File: src/rtl/pipe_ctrl_pkg.sv
// Shared definitions for the pipeline stall/flush sequencer: state encoding
// and the canned control vectors driven onto the pipeline enables.
package pipe_ctrl_pkg;

    typedef enum logic [1:0] {
        ST_RUN      = 2'b00,
        ST_MEM_WAIT = 2'b01,
        ST_FLUSH    = 2'b10,
        ST_HALT     = 2'b11
    } state_e;

    typedef struct packed {
        logic pc_write;
        logic if_id_write;
        logic if_id_flush;
        logic id_ex_bubble;
        logic ex_mem_hold;
    } ctrl_t;

    localparam ctrl_t OUT_PASS     = 5'b11000;
    localparam ctrl_t OUT_FREEZE   = 5'b00001;
    localparam ctrl_t OUT_BRANCH   = 5'b11110;
    localparam ctrl_t OUT_LOAD_USE = 5'b00010;
    localparam ctrl_t OUT_RESET    = 5'b00110;

endpackage

File: src/rtl/sat_counter.sv
// Saturating up-counter with synchronous clear; clear wins over increment.
module sat_counter #(
    parameter int W = 16
) (
    input  logic         clk,
    input  logic         rst_n,
    input  logic         inc,
    input  logic         clr,
    output logic [W-1:0] count
);

    logic [W-1:0] count_q, count_d;

    always_comb begin
        count_d = count_q;
        if (clr)
            count_d = '0;
        else if (inc && !(&count_q))
            count_d = count_q + W'(1);
    end

    always_ff @(posedge clk or negedge rst_n) begin
        if (!rst_n) count_q <= '0;
        else        count_q <= count_d;
    end

    assign count = count_q;

endmodule

File: src/rtl/pipeline_stall_controller.sv
// Central stall/flush sequencer: memory wait > branch flush > load-use,
// with a memory-timeout halt and a saturating stall-cycle counter.
module pipeline_stall_controller
    import pipe_ctrl_pkg::*;
#(
    parameter int FLUSH_CYCLES = 1,
    parameter int MEM_TIMEOUT  = 255,
    parameter int WAIT_W       = 8,
    parameter int CNT_W        = 16
) (
    input  logic             clk,
    input  logic             rst_n,
    input  logic             load_use_hazard,
    input  logic             branch_taken,
    input  logic             mem_busy,
    input  logic             stat_clr,
    output logic             pc_write,
    output logic             if_id_write,
    output logic             if_id_flush,
    output logic             id_ex_bubble,
    output logic             ex_mem_hold,
    output logic [CNT_W-1:0] stall_count,
    output logic             timeout_err
);

    localparam logic [1:0]        FLUSH_RELOAD = 2'(FLUSH_CYCLES - 1);
    localparam logic [WAIT_W-1:0] WAIT_LIMIT   = WAIT_W'(MEM_TIMEOUT);

    state_e            state_q, state_d;
    logic [WAIT_W-1:0] wait_cnt_q, wait_cnt_d, wait_inc;
    logic [1:0]        flush_cnt_q, flush_cnt_d;
    logic              timeout_err_q, timeout_err_d;
    ctrl_t             ctrl, ctrl_out;

    assign wait_inc = wait_cnt_q + WAIT_W'(1);

    always_comb begin
        state_d       = state_q;
        wait_cnt_d    = wait_cnt_q;
        flush_cnt_d   = flush_cnt_q;
        timeout_err_d = timeout_err_q;
        ctrl          = OUT_PASS;
        if (state_q == ST_HALT) begin
            ctrl = OUT_FREEZE;
        end else if (mem_busy) begin
            // wait_cnt is 0 in RUN, so the first busy cycle always lands on 1
            ctrl       = OUT_FREEZE;
            wait_cnt_d = wait_inc;
            if (wait_inc == WAIT_LIMIT) begin
                state_d       = ST_HALT;
                timeout_err_d = 1'b1;
            end else if (state_q == ST_RUN) begin
                state_d = ST_MEM_WAIT;
            end
        end else begin
            wait_cnt_d = '0;
            if (branch_taken) begin
                ctrl        = OUT_BRANCH;
                flush_cnt_d = FLUSH_RELOAD;
                state_d     = (FLUSH_RELOAD != 2'd0) ? ST_FLUSH : ST_RUN;
            end else if (state_q == ST_FLUSH) begin
                ctrl        = OUT_BRANCH;
                flush_cnt_d = flush_cnt_q - 2'd1;
                state_d     = (flush_cnt_q == 2'd1) ? ST_RUN : ST_FLUSH;
            end else begin
                state_d = ST_RUN;
                if (load_use_hazard) ctrl = OUT_LOAD_USE;
            end
        end
    end

    always_ff @(posedge clk or negedge rst_n) begin
        if (!rst_n) begin
            state_q       <= ST_RUN;
            wait_cnt_q    <= '0;
            flush_cnt_q   <= '0;
            timeout_err_q <= 1'b0;
        end else begin
            state_q       <= state_d;
            wait_cnt_q    <= wait_cnt_d;
            flush_cnt_q   <= flush_cnt_d;
            timeout_err_q <= timeout_err_d;
        end
    end

    assign ctrl_out     = rst_n ? ctrl : OUT_RESET;
    assign pc_write     = ctrl_out.pc_write;
    assign if_id_write  = ctrl_out.if_id_write;
    assign if_id_flush  = ctrl_out.if_id_flush;
    assign id_ex_bubble = ctrl_out.id_ex_bubble;
    assign ex_mem_hold  = ctrl_out.ex_mem_hold;
    assign timeout_err  = timeout_err_q;

    sat_counter #(.W(CNT_W)) u_stall_cnt (
        .clk   (clk),
        .rst_n (rst_n),
        .inc   (~ctrl_out.pc_write),
        .clr   (stat_clr),
        .count (stall_count)
    );

endmodule

File: config.mk
export PLATFORM = sky130hd
export DESIGN_NAME = pipeline_stall_controller
export DESIGN_NICKNAME = d
export VERILOG_FILES = /design/src/rtl/pipe_ctrl_pkg.sv /design/src/rtl/sat_counter.sv /design/src/rtl/pipeline_stall_controller.sv
export SDC_FILE = /design/constraint.sdc
export NUM_CORES = 1
export LEC_CHECK = 0
export BUFFER_PORTS_ARGS = -buffer_cell sky130_fd_sc_hd__buf_2
export CAP_MARGIN = 20
export CORE_MARGIN = 5
export CORE_UTILIZATION = 45
export CTS_CLUSTER_DIAMETER = 60
export DETAILED_ROUTE_END_ITERATION = 8
export GPL_ROUTABILITY_DRIVEN = 0
export HOLD_SLACK_MARGIN = 0.15
export PLACE_DENSITY = 0.68
export SETUP_SLACK_MARGIN = 0.5
export SLEW_MARGIN = 20
export SYNTH_ARGS = -nofsm -noshare
export SYNTH_HDL_FRONTEND = slang
export SYNTH_HIERARCHICAL = 1
export SYNTH_SLANG_ARGS = --single-unit
File: constraint.sdc
create_clock -name clk -period 2.1 [get_ports clk]
set_input_delay 0.42 -clock clk [delete_from_list [all_inputs] [get_ports clk]]
set_output_delay 0.42 -clock clk [all_outputs]
set_load 0.01 [all_outputs]
==> results.py, run 1 <==
metrics = {
    "run_status": {
        "status": "completed",
    },
    "clock_tree": {
        "clkLatencyLatePin_ns": 0.29,
        "htree_num_levels": 2,
        "cts_sinks": 29,
        "path_clk_slew_ns": 0.06,
        "root_buffer": "clkbuf_8",
        "cts_buffers": 5,
        "cts_tree": "done",
        "clockBufferDepth": 2,
    },
    "cells_and_area": {
        "n_antenna_cell": 0,
        "drive_gt1_frac": 0.3755,
        "area_growth_pct": 30.99,
        "fin_nets": 238,
        "final_cells": 277,
        "layout_common_cells": "dfrtp_1 (28), buf_2 (27), buf_4 (18), nand2_1 (12), nor2_1 (10)",
        "n_fill_cell": 310,
        "layout_commonest_cell": "dfrtp_1",
    },
    "global_routing": {
        "grt_start_max_net_pins": 26,
        "grt_pass1_vias": 1521,
        "grt_pass1_wl_mm": 7.210,
        "gr-usage-all-layers": 0.1807,
        "grt_overflow": 0,
        "antenna_found_initial": 0,
    },
    "timing": {
        "tns_ns": 0,
        "rsz0062_at_grt": "yes",
        "worstMarginPinSlew_ns": 0.3627,
        "fin_crit_ns": 1.782,
        "worst_clock_skew_ns": 0.005772,
        "timing.fmax_mhz": 561.0,
        "relSlewSlack": 0.7582,
        "setup_viol": 0,
        "hold_viol_final": 0,
        "slew_violations": 0,
        "fin_crit_sh": 0.8488,
    },
    "synthesis": {
        "syn_area_um2": 1712,
        "synthFlopType": "dfrtp_1",
        "ys_seq_area_frac": 0.4240,
        "syn_avg_cell_area_um2": 9.405,
        "ys_warn_count": 6,
        "netlist_instances": 182,
        "syn_nets": 192,
        "synth_cell_types": 47,
        "synth_edf_count": 0,
        "async_reset_ff_frac": 1.000,
        "ys_ff_latch": 29,
    },
    "place": {
        "dp_cells": 252,
        "dpl.hpwl_mm": 2.917,
        "port_buffers": 27,
    },
    "die": {
        "start_util": 0.4675,
        "core_area_um2": 3661,
        "ioPinCount": 28,
        "die_w_um": 71.68,
        "dieHeight_um": 71.68,
        "std_cell_rows": 22,
        "dieArea_um2": 5137,
    },
    "routing": {
        "wire_per_inst_um": 16.20,
        "first_pass_iters": 4,
        "first_iter_violations": 99,
        "ant_nets": 0,
        "drc": 0,
        "drt-vias-per-instance": 5.776,
        "vias": 1600,
        "drt_wl_total_mm": 4.487,
    },
    "critical_path": {
        "cp-end-kind": "output port",
        "crit_fanout": 5,
        "cp_data_required_time_ns": 1.68,
        "critPathBufInv": 2,
        "cp_slowest_cell": "dfrtp_2",
        "critPathTopFamily": "flip-flops",
        "worstSetupPathType": "register to output port",
        "crit_chain": "buf_4 -> nand2_4 -> nand2_2 -> and2_1 -> buf_2",
        "crit_path_max_incr_delay_ns": 0.45,
        "cp.arrival_ns": 1.36,
        "r2r_setup_slack_ns": 0.33,
        "startpoint_type": "register",
    },
    "power": {
        "switching_share": 0.2553,
        "internal_power_uw": 923.6,
        "power_leakage_nw": 1.064,
        "combPwrFrac": 0.104,
        "power_density_nw_per_um2": 553.1,
        "clockPowerShare": 0.421,
        "pwr-share-seq": 0.475,
        "ir_drop_mv": 0.3525,
        "p_sw_uw": 316.6,
    },
    "job": {
        "cap_violations": 0,
    },
    "worst_hold_path": {
        "hold_class": "input pin to asynchronous set/reset pin",
    },
}
-- metal layers --
metal,GRT usage,share of wire
met1,0.1958,0.40
met5,0,0
met2,0.3276,0.54
met4,0.07516,0.017
met3,0.05049,0.046
-- worst reg2reg max path, delay by kind of cell, from the launching register on --
family / cells / cell delay (ns)
AOI/OAI and AO/OA: 1 / 0.12
DFF: 1 / 0.43
and+or+nand+nor: 6 / 1.15
-- kinds of logic after synthesis --
kind of cell / after synthesis / share of synthesized area
xor+xnor: 3 / 0.01535
buf+inv: 16 / 0.04752
compound gates: 45 / 0.1813
fa+ha+maj: 4 / 0.02924
flops: 29 / 0.4240
mux: 5 / 0.03289
simple gates: 80 / 0.2697
-- final timing paths --
kind | startpoint | endpoint | cells past startpoint
max reg2reg | state_q[1] | u_stall_cnt/count[15] | 7
max | state_q[1] | ex_mem_hold | 5
min reg2reg | timeout_err | timeout_err | 2
min in group clk | branch_taken | flush_cnt_q[0] | 2
min | rst_n | u_stall_cnt/count[0] | 3
max in group asynchronous | rst_n | state_q[1] | 3
-- through the flow --
stage / util / hold slack [ns] / area, µm² / worst slack (ns) / total power, mW
floorplan: - / 0.1244 / 1737 / 0.2816 / 0.6653
global placement: 0.5171 / 0.3976 / 1893 / 0.1713 / 0.7064
detailed placement: 0.5171 / 0.4010 / 1893 / 0.1135 / 0.7110
CTS: 0.5902 / 0.3322 / 2161 / 0.3156 / 1.248
global route: 0.6124 / 0.3662 / 2242 / 0.2393 / 1.295
finish: 0.6124 / 0.3309 / 2242 / 0.3176 / 1.240
-- power groups by stage --
stage               Sequential, mW  Clock, mW  Combinational [mW]
floorplan                    0.599          0              0.0665
global placement             0.598          0               0.108
detailed placement           0.600          0               0.111
CTS                          0.589      0.534               0.125
global route                 0.591      0.561               0.143
finish                       0.590      0.522               0.129
-- area by class of cell --
type	count	area, µm²	area share
Multi-Input combinational cell	137	1032	0.4604
Sequential cell	29	726.9	0.3242
Timing Repair Buffer	47	291.5	0.1300
Clock buffer	7	96.34	0.04297
Tap cell	48	60.06	0.02679
Inverter	8	30.03	0.01339
Clock inverter	1	5.005	0.002232
-- cells in the mapped netlist (all sizes together), types with 2 or more instances --
cell type,instances,area share
a21oi,9,0.026
a221o,2,0.012
a31oi,5,0.018
and2,6,0.022
and3,7,0.026
and4,2,0.012
buf,6,0.026
clkbuf,2,0.0044
dfrtp,29,0.42
ha,4,0.029
inv,8,0.018
mux2,2,0.015
mux2i,3,0.018
nand2,16,0.035
nand2b,4,0.015
nand3,9,0.034
nand4,3,0.015
nor2,12,0.026
nor2b,2,0.0073
nor3,7,0.027
nor3b,2,0.0088
nor4,2,0.011
o211ai,2,0.0088
o21ai,11,0.032
o2bb2ai,2,0.010
o31ai,6,0.026
or3,5,0.018
or4,3,0.013
xor2,2,0.010
-- flip-flops by register name (all words and copies together) (netlist names) --
name and cells:
flush_cnt_q 2, timeout_err 1, u_stall_cnt/count 16, state_q 2
wait_cnt_q 8
-- timing repair --
item | in CTS | in global routing
hold buffers | 1 | 0
gates resized for setup | 18 | 12
endpoints found under the setup margin | 16 | 20
endpoints found under the hold margin | 4 | 0
pin swaps | 16 | 11
setup buffers | 13 | 3
Power figures use the tool's default switching activity.
==> run 2: changes to the inputs <==
==> constraint.sdc (replaced) <==
create_clock -name clk -period 1.9 [get_ports clk]
set_input_delay 0.38 -clock clk [delete_from_list [all_inputs] [get_ports clk]]
set_output_delay 0.38 -clock clk [all_outputs]
set_load 0.01 [all_outputs]
==> run 2 against run 1 <==
Utilization up 2.5 points. Cell count up 1.1%. Register-to-register slack worse by 0.24 ns. Critical endpoint is now u_stall_cnt/count[11].
==> results.py, run 2 (synthesis results as in run 1) <==
metrics = {
    "timing": {
        "setup_viol": 0,
        "relSlewSlack": 0.7063,
        "rsz0062_at_grt": "yes",
        "fin_crit_ns": 1.805,
        "slew_violations": 0,
        "hold_viol_final": 0,
        "fin_ws_ns": 0.09478,
        "timing.fmax_mhz": 554.0,
        "fin_crit_sh": 0.9501,
        "worstMarginPinSlew_ns": 0.4386,
        "tns_ns": 0,
        "worst_clock_skew_ns": 0.006203,
    },
    "clock_tree": {
        "htree_num_levels": 2,
        "root_buffer": "clkbuf_8",
        "clockBufferDepth": 2,
        "cts_tree": "done",
        "cts_buffers": 5,
        "path_clk_slew_ns": 0.07,
        "clkLatencyLatePin_ns": 0.28,
        "cts_sinks": 29,
    },
    "run_status": {
        "status": "completed",
    },
    "cells_and_area": {
        "multi_input_area_um2": 1091,
        "n_fill_cell": 282,
        "regArea_um2": 734.5,
        "final_util": 0.6370,
        "drive_gt1_frac": 0.4353,
        "fin_area_um2": 2332,
        "n_antenna_cell": 0,
        "largest_reg_flops": 16,
        "final_cells": 280,
        "fin_nets": 241,
        "area_growth_pct": 36.26,
        "layout_commonest_cell": "buf_2",
        "layout_common_cells": "buf_2 (27), dfrtp_1 (22), buf_4 (21), nand2_1 (11), nor2_1 (10)",
    },
    "global_routing": {
        "grt_pass1_vias": 1624,
        "antenna_found_initial": 0,
        "grt_pass1_wl_mm": 7.072,
        "gr-usage-all-layers": 0.1728,
        "grt_start_max_net_pins": 34,
        "grt_overflow": 0,
    },
    "critical_path": {
        "crit_fanout": 6,
        "worstSetupPathType": "register to register",
        "cp.arrival_ns": 2.01,
        "cp-end-kind": "register",
        "startpoint_type": "register",
        "cp_data_required_time_ns": 2.11,
    },
    "power": {
        "power_leakage_nw": 1.086,
        "pwr-share-seq": 0.475,
        "internal_power_mw": 1.029,
        "ir_drop_mv": 0.2767,
        "combPwrFrac": 0.111,
        "switching_share": 0.2516,
        "power_density_nw_per_um2": 589.4,
        "p_sw_uw": 345.9,
        "clockPowerShare": 0.414,
    },
    "place": {
        "dpl.hpwl_mm": 2.874,
        "place_area_um2": 1924,
        "dp_cells": 255,
        "pre_cts_slack_ns": -0.01867,
        "port_buffers": 27,
    },
    "worst_hold_path": {
        "hold_class": "input pin to asynchronous set/reset pin",
    },
    "routing": {
        "vias": 1590,
        "wire_per_inst_um": 15.91,
        "drt_wl_total_mm": 4.455,
        "drt-vias-per-instance": 5.679,
        "drc": 0,
        "first_pass_iters": 4,
        "ant_nets": 0,
        "first_iter_violations": 70,
    },
    "die": {
        "core_area_um2": 3661,
        "ioPinCount": 28,
        "start_util": 0.4675,
        "dieHeight_um": 71.68,
        "die_w_um": 71.68,
        "dieArea_um2": 5137,
        "std_cell_rows": 22,
    },
    "job": {
        "cap_violations": 0,
    },
}
[run 2: layout make-up]
type | instances | area share
multi-input cells | 137 | 0.4678
well taps | 48 | 0.02575
inverters | 8 | 0.01288
repair buffers | 50 | 0.1352
clock inverters | 1 | 0.002146
clock buffers | 7 | 0.04131
flip-flops and latches | 29 | 0.3149
[run 2: repair_timing]
item	in CTS	in global routing
hold endpoints to repair	29	23
pin swaps	10	14
endpoints found under the setup margin	22	26
buffers inserted	17	0
resized for setup	18	25
[run 2: worst max-delay path: stages, from the launching register on]
cell     delay (ns)
dfrtp_2        0.42
and2_4         0.18
nor2_4         0.04
nand3_2        0.08
and4_4         0.26
nand3_4        0.10
buf_4          0.16
or3_1          0.34
a21oi_2        0.15
[run 2: through the flow]
stage | power (mW) | hold WS (ns)
2_1_floorplan | 0.7356 | 0.08441
3_3_place_gp | 0.7829 | 0.4542
3_5_place_dp | 0.7882 | 0.4672
4_1_cts | 1.387 | 0.1322
5_1_grt | 1.449 | 0.1387
6_report | 1.375 | 0.1320
[run 2: path summary, 6_finish.rpt]
check                              from               endpoint  slack (ns)  depth (start not counted)
max                          state_q[1]  u_stall_cnt/count[11]        0.09                          8
min                               rst_n  u_stall_cnt/count[15]        0.13                          2
max reg2reg                  state_q[1]  u_stall_cnt/count[11]        0.09                          8
min reg2reg                 timeout_err            timeout_err        0.48                          2
max in group asynchronous         rst_n   u_stall_cnt/count[2]        1.52                          2
min in group clk           branch_taken         flush_cnt_q[0]        0.43                          3
[run 2: power groups by stage]
stage,Clock [mW],Combinational (mW),Sequential (mW)
2_1_floorplan,0,0.0738,0.662
3_3_place_gp,0,0.123,0.660
3_5_place_dp,0,0.127,0.662
4_1_cts,0.588,0.148,0.651
5_1_grt,0.625,0.171,0.654
6_report,0.569,0.153,0.653
[run 2: metal layers]
| layer | GRT usage | wire (µm) |
|---|---|---|
| met5 | 0 | 0 |
| met4 | 0.07933 | 78 |
| met3 | 0.05189 | 175 |
| met2 | 0.3071 | 2359 |
| met1 | 0.1870 | 1842 |
